$ cat config.mk
export PLATFORM = sky130hd
export DESIGN_NAME = ram_8_arbiter_flat
export DESIGN_NICKNAME = d
export VERILOG_FILES = /design/src/rtl/ram_8_arbiter_if.sv /design/src/rtl/ram_8_arbiter.sv /design/src/flat_wrapper.sv
export SDC_FILE = /design/constraint.sdc
export NUM_CORES = 1
export LEC_CHECK = 0
export ABC_CLOCK_PERIOD_IN_PS = 1300
export CELL_PAD_IN_SITES_DETAIL_PLACEMENT = 0
export CELL_PAD_IN_SITES_GLOBAL_PLACEMENT = 2
export CORE_ASPECT_RATIO = 0.75
export CORE_MARGIN = 4
export CORE_UTILIZATION = 19
export CTS_CLUSTER_DIAMETER = 40
export DETAILED_ROUTE_END_ITERATION = 10
export PLACE_DENSITY = 0.75
export SETUP_SLACK_MARGIN = 0.5
export SLEW_MARGIN = 10
export SYNTH_ARGS = -nofsm -noshare
export SYNTH_HDL_FRONTEND = slang
export SYNTH_SLANG_ARGS = --single-unit
$ cat constraint.sdc
create_clock -name i_clock -period 1.3 [get_ports i_clock]
set_input_delay 0.26 -clock i_clock [delete_from_list [all_inputs] [get_ports i_clock]]
set_output_delay 0.26 -clock i_clock [all_outputs]
set_load 0.02 [all_outputs]
$ cat src/rtl/ram_8_arbiter_if.sv
// ram_8_arbiter_if: bundle of the two requester handshakes and the ram_8 pins.
//   slave  - arbiter side: takes requests and ram_out, drives acks, read data
//            and the ram_8 in/address/load pins.
//   master - environment side: the clients A/B and the ram_8 instance.
// Signals per requester X in {a, b}:
//   x_req, x_we, x_address, x_wdata   request and command (master -> slave)
//   x_ack, x_rdata                    completion pulse and read data (slave -> master)
// Memory side:
//   ram_in, ram_address, ram_load     slave -> ram_8
//   ram_out                           ram_8 -> slave
interface ram_8_arbiter_if #(
    parameter int DATA_WIDTH = 16,
    parameter int ADDR_WIDTH = 3
);
    logic                  a_req;
    logic                  a_we;
    logic [ADDR_WIDTH-1:0] a_address;
    logic [DATA_WIDTH-1:0] a_wdata;
    logic                  a_ack;
    logic [DATA_WIDTH-1:0] a_rdata;

    logic                  b_req;
    logic                  b_we;
    logic [ADDR_WIDTH-1:0] b_address;
    logic [DATA_WIDTH-1:0] b_wdata;
    logic                  b_ack;
    logic [DATA_WIDTH-1:0] b_rdata;

    logic [DATA_WIDTH-1:0] ram_in;
    logic [ADDR_WIDTH-1:0] ram_address;
    logic                  ram_load;
    logic [DATA_WIDTH-1:0] ram_out;

    modport slave (
        input  a_req, a_we, a_address, a_wdata,
        output a_ack, a_rdata,
        input  b_req, b_we, b_address, b_wdata,
        output b_ack, b_rdata,
        output ram_in, ram_address, ram_load,
        input  ram_out
    );

    modport master (
        output a_req, a_we, a_address, a_wdata,
        input  a_ack, a_rdata,
        output b_req, b_we, b_address, b_wdata,
        input  b_ack, b_rdata,
        input  ram_in, ram_address, ram_load,
        output ram_out
    );
endinterface

$ cat src/rtl/ram_8_arbiter.sv
// ram_8_arbiter: shares one ram_8 between requesters A and B. Each request is
// a single-word read or write with a req/ack handshake; the winner's command
// is latched at grant, drives the ram_8 for exactly one access cycle, and the
// owner gets a one-cycle ack (plus read data for reads) in the following cycle.
//
// Ports:
//   i_clock  system clock, rising edge
//   i_reset  synchronous, active-high reset
//   bus      ram_8_arbiter_if.slave: A/B handshakes and the ram_8 pins
//
// Build option:
//   RAM8_ARB_RR_EN  defined   -> round-robin on a tie (port that did not own
//                                the previous grant wins)
//                   undefined -> fixed priority, A wins every tie
//
// state  | meaning
// -------+---------------------------------------------------------------
// IDLE   | sample a_req/b_req, pick winner, latch its command
// ACCESS | drive ram_8 with latched command; write commits / read captured
// DONE   | one-cycle ack to the owner
module ram_8_arbiter #(
    parameter int DATA_WIDTH = 16,
    parameter int ADDR_WIDTH = 3
) (
    input  logic           i_clock,
    input  logic           i_reset,
    ram_8_arbiter_if.slave bus
);
    typedef enum logic [1:0] {
        ST_IDLE   = 2'd0,
        ST_ACCESS = 2'd1,
        ST_DONE   = 2'd2
    } state_t;

    localparam logic OWNER_A = 1'b0;
    localparam logic OWNER_B = 1'b1;

    state_t                r_state;
    state_t                w_state_next;
    logic                  r_we;
    logic [ADDR_WIDTH-1:0] r_address;
    logic [DATA_WIDTH-1:0] r_wdata;
    logic                  r_owner;
    logic [DATA_WIDTH-1:0] r_a_rdata;
    logic [DATA_WIDTH-1:0] r_b_rdata;
    logic                  w_grant;
    logic                  w_grant_b;
    logic                  w_done;
`ifdef RAM8_ARB_RR_EN
    logic                  r_last_owner;
`endif

    always_comb begin
        w_state_next = r_state;
        w_grant      = 1'b0;
        w_grant_b    = 1'b0;
        case (r_state)
            ST_IDLE: begin
                if (bus.a_req || bus.b_req) begin
                    w_grant = 1'b1;
`ifdef RAM8_ARB_RR_EN
                    // On a tie the port that did not win last time goes next.
                    if (bus.a_req && bus.b_req)
                        w_grant_b = (r_last_owner == OWNER_A);
                    else
                        w_grant_b = bus.b_req;
`else
                    w_grant_b = !bus.a_req;
`endif
                    w_state_next = ST_ACCESS;
                end
            end
            ST_ACCESS: w_state_next = ST_DONE;
            ST_DONE:   w_state_next = ST_IDLE;
            default:   w_state_next = ST_IDLE;
        endcase
    end

    always_ff @(posedge i_clock) begin
        if (i_reset) begin
            r_state      <= ST_IDLE;
            r_we         <= 1'b0;
            r_address    <= '0;
            r_wdata      <= '0;
            r_owner      <= OWNER_A;
            r_a_rdata    <= '0;
            r_b_rdata    <= '0;
`ifdef RAM8_ARB_RR_EN
            r_last_owner <= OWNER_B;
`endif
        end else begin
            r_state <= w_state_next;
            if (w_grant) begin
                r_owner   <= w_grant_b;
                r_we      <= w_grant_b ? bus.b_we      : bus.a_we;
                r_address <= w_grant_b ? bus.b_address : bus.a_address;
                r_wdata   <= w_grant_b ? bus.b_wdata   : bus.a_wdata;
`ifdef RAM8_ARB_RR_EN
                r_last_owner <= w_grant_b;
`endif
            end
            // ram_out is a combinational read of r_address, valid in ACCESS.
            if (r_state == ST_ACCESS && !r_we) begin
                if (r_owner == OWNER_B)
                    r_b_rdata <= bus.ram_out;
                else
                    r_a_rdata <= bus.ram_out;
            end
        end
    end

    // Gating with i_reset keeps a reset landing in ACCESS from committing a write.
    assign bus.ram_load    = (r_state == ST_ACCESS) && r_we && !i_reset;
    assign bus.ram_address = r_address;
    assign bus.ram_in      = r_wdata;

    assign w_done      = (r_state == ST_DONE) && !i_reset;
    assign bus.a_ack   = w_done && (r_owner == OWNER_A);
    assign bus.b_ack   = w_done && (r_owner == OWNER_B);
    assign bus.a_rdata = r_a_rdata;
    assign bus.b_rdata = r_b_rdata;
endmodule

$ cat src/flat_wrapper.sv
// flat-port wrapper written by rule: the top's interface ports become plain ports
module ram_8_arbiter_flat 
#(
    parameter int DATA_WIDTH = 16,
    parameter int ADDR_WIDTH = 3
)
  (i_clock, i_reset, bus_a_req, bus_a_we, bus_a_address, bus_a_wdata, bus_a_ack, bus_a_rdata, bus_b_req, bus_b_we, bus_b_address, bus_b_wdata, bus_b_ack, bus_b_rdata, bus_ram_in, bus_ram_address, bus_ram_load, bus_ram_out);
  ram_8_arbiter_if #(.DATA_WIDTH(DATA_WIDTH), .ADDR_WIDTH(ADDR_WIDTH)) bus_i ();
  input  logic i_clock;
  input  logic i_reset;
  input wire logic [$bits(bus_i.a_req)-1:0] bus_a_req;
  input wire logic [$bits(bus_i.a_we)-1:0] bus_a_we;
  input wire logic [$bits(bus_i.a_address)-1:0] bus_a_address;
  input wire logic [$bits(bus_i.a_wdata)-1:0] bus_a_wdata;
  output wire logic [$bits(bus_i.a_ack)-1:0] bus_a_ack;
  output wire logic [$bits(bus_i.a_rdata)-1:0] bus_a_rdata;
  input wire logic [$bits(bus_i.b_req)-1:0] bus_b_req;
  input wire logic [$bits(bus_i.b_we)-1:0] bus_b_we;
  input wire logic [$bits(bus_i.b_address)-1:0] bus_b_address;
  input wire logic [$bits(bus_i.b_wdata)-1:0] bus_b_wdata;
  output wire logic [$bits(bus_i.b_ack)-1:0] bus_b_ack;
  output wire logic [$bits(bus_i.b_rdata)-1:0] bus_b_rdata;
  output wire logic [$bits(bus_i.ram_in)-1:0] bus_ram_in;
  output wire logic [$bits(bus_i.ram_address)-1:0] bus_ram_address;
  output wire logic [$bits(bus_i.ram_load)-1:0] bus_ram_load;
  input wire logic [$bits(bus_i.ram_out)-1:0] bus_ram_out;
  assign bus_i.a_req = bus_a_req;
  assign bus_i.a_we = bus_a_we;
  assign bus_i.a_address = bus_a_address;
  assign bus_i.a_wdata = bus_a_wdata;
  assign bus_a_ack = bus_i.a_ack;
  assign bus_a_rdata = bus_i.a_rdata;
  assign bus_i.b_req = bus_b_req;
  assign bus_i.b_we = bus_b_we;
  assign bus_i.b_address = bus_b_address;
  assign bus_i.b_wdata = bus_b_wdata;
  assign bus_b_ack = bus_i.b_ack;
  assign bus_b_rdata = bus_i.b_rdata;
  assign bus_ram_in = bus_i.ram_in;
  assign bus_ram_address = bus_i.ram_address;
  assign bus_ram_load = bus_i.ram_load;
  assign bus_i.ram_out = bus_ram_out;
  ram_8_arbiter #(.DATA_WIDTH(DATA_WIDTH), .ADDR_WIDTH(ADDR_WIDTH)) u_core (.i_clock(i_clock), .i_reset(i_reset), .bus(bus_i));
endmodule
==> results of run 1 <==
power groups by stage:
stage                     combinational (mW)  sequential, mW  clock, mW
final                                   1.36            1.91       1.47
after global routing                    1.45            1.93       1.58
after CTS                               1.28            1.91       1.53
after detailed placement                1.02            1.91          0
after global placement                  1.01            1.91          0
after floorplan                        0.332            2.04          0
through the flow:
step | cell area [um2] | worst slack [ns]
after floorplan | 2327 | -0.05305
after global placement | 3716 | -0.3822
after detailed placement | 3716 | -0.4020
after CTS | 4340 | -0.1421
after global routing | 4544 | -0.1907
final | 4544 | -0.1444
final cells by class:
class / instances / area, um2
Sequential cell: 55 / 1171
Clock inverter: 1 / 7.507
Inverter: 21 / 78.83
Fill cell: 1180 / 7069
Tap cell: 162 / 202.7
Multi-Input combinational cell: 167 / 1167
Clock buffer: 7 / 152.6
Timing Repair Buffer: 166 / 1764
synthesized netlist by cell type, types with 2 or more instances:
cell      number
a21oi_1       33
or3b_2        16
buf_2          8
nand2_1       54
clkbuf_1      12
nand2_2       10
dfxtp_1       55
nor2_1         2
o22ai_1        3
inv_1         21
o21ai_0       17
a221oi_1      20
buf_1          2
worst register-to-register path, delay by kind of cell, from the launching register on:
kind / cells / cell delay (ns)
compound gates: 1 / 0.05
buf+inv: 2 / 0.31
simple gates: 2 / 0.60
flops: 1 / 0.35
path summary, 6_finish.rpt:
path | start | end | slack [ns] | depth (start not counted)
setup / recovery | u_core.r_state[1] | u_core.bus.a_rdata[15] | -0.14 | 5
hold / removal | i_reset | u_core.r_state[0] | 0.24 | 2
hold reg to reg | u_core.bus.b_rdata[12] | u_core.bus.b_rdata[12] | 0.46 | 2
setup reg to reg | u_core.r_state[1] | u_core.bus.a_rdata[15] | -0.14 | 5
sequential cells by signal, summed over array words and instances, names as in the netlist:
signal	cells
u_core.bus.b_rdata	16
u_core.r_state	2
u_core.r_we	1
u_core.r_owner	1
u_core.bus.ram_address	3
u_core.bus.ram_in	16
u_core.bus.a_rdata	16
routing by layer:
layer,part of all wire,vias to the layer above
li1,-,1211
met1,0.48,1191
met2,0.46,62
met3,0.053,7
met4,0.010,0
met5,0,-
repair_timing:
item	in CTS	in global routing
endpoints found under the setup margin	108	108
cloned	6	1
pin swaps	19	4
resized for setup	404	25
setup buffers	14	11
logic make-up after synthesis:
logic type             Yosys count
flip-flops                      55
AO/OA/AOI/OAI                   75
buffers and inverters           44
AND/OR/NAND/NOR                 92
==> out/metrics.cfg, run 1 <==
[clocking]
cts_buffers=5
clockBufferDepth=2
clk_latency_ns=0.29
ctsHoldBuffers=0
cts_tree=built
clock_tree.root_cell=clkbuf_16
clkSinkCount=55
clkTransAtPathRegs_ns=0.08
h-tree-depth=2

[grt]
busiest_layer=met2
grt_remaining_overflow=0
antenna_found_initial=0
grt.met2_usage=0.1975
grt_max_degree=43
use_met1=0.1667
use_met3=0.02854
grt_usage=0.1225
grt_pass1_wl_mm=13.30
grt_pass1_vias=2486

[route]
antenna_left=0
drc=0
wire_per_inst_um=15.04
dr.first_iter.drc_count=73
vias_per_cell=4.268
dr_total_vias=2471
totalWireLength_mm=8.711
drt-pass1-iter-count=4

[setup_path]
crit_slowest_cell=or4b_4
arrival_ns=1.60
max_stage_delay_ns=0.54
path_cells=buf_6 -> or4b_4 -> buf_12 -> nand2_2 -> a21oi_2
crit_fanout=8
startpoint_type=register
critPathKind=reg -> reg
critPathCaptureType=register
crit_buf_inv=2
crit_family=simple AND/OR/NAND/NOR gates
cp.required_ns=1.46

[cells_and_area]
area_delta_synth_final_pct=101.2
drive_above_1_share=0.5564
n_antenna_cell=0
final_common_cell=buf_6
nets=476
final_util=0.3913
mostFrequentLayoutCells=buf_6, clkdlybuf4s50_1, dfxtp_2
fin_cells=579

[yosys]
seq_area_frac_synth=0.4875
netlist_area_mm2=0.002258
synth_top_family_by_area=simple AND/OR/NAND/NOR gates
synthCells=266
syn-mean-instance-area_um2=8.490
synth_edf_count=0
synthTopCellsByArea=dfxtp_1, nand2_1, a221oi_1
synthAdderAreaFrac=0
ys_async_sr_fraction=0
synth_top_cell_by_area=dfxtp_1
synth.ff_latch_count=55
synth_top_area_frac=0.4875
yosys.area_share.xor_xnor=0
synthSimpleGateAreaFrac=0.2294
ys.flop_type=dfxtp_1
ys.warnings.count=0
synthMuxAreaShare=0
yosysUniqueCellTypes=26
syn_nets=326
synth_compound_gate_area_share=0.2022

[pwr]
powerDensity_mw_per_mm2=1045
share_seq_of_total_power=0.403
finalPower_mw=4.748
power.switching_mw=1.336
vdd_drop_max_uv=574.6
power.leakage_nw=1.769
combPwrFrac=0.287
pwr-share-clk=0.310
switching_share=0.2813
p_int_mw=3.412

[sta]
worst_slack_ns=-0.1444
rsz0062_at_grt=true
period_minus_slack_ns=1.444
finalSetupViolations=30
relSlewSlack=0.6135
fin_hold_ws_ns=0.2436
timing.final.crit_share=1.111
tightest_slew_ns=0.5797
setup_tns_ns=-2.762
timing.fmax_ghz=0.6923
fin_skew_ns=0.006145
hold_violations=0
finalMaxSlewViolations=0

[run]
cap_violations=0

[worst_hold_path]
holdCritPathClass=in -> reg

[floorplan]
ioPinCount=114
die_y_um=102.4
die_w_um=133.9
dieArea_mm2=0.01371
rows=34
initial_core_util=0.1945
core-area_mm2=0.01161

[place]
gp_congestion=0.7285
place_hpwl_mm=5.609
dp.cells=539
portBuffers=113

[run_status]
failed_checks=negative setup slack
status=finished, violations left

Note: power is estimated with default switching activity, not from simulation.
==> inputs of run 2 (changes only) <==
Settings changed: SLEW_MARGIN 10 to 40.
==> results of run 2 <==
Same layout as run 1: the final DEF is identical, and so are final timing and power.
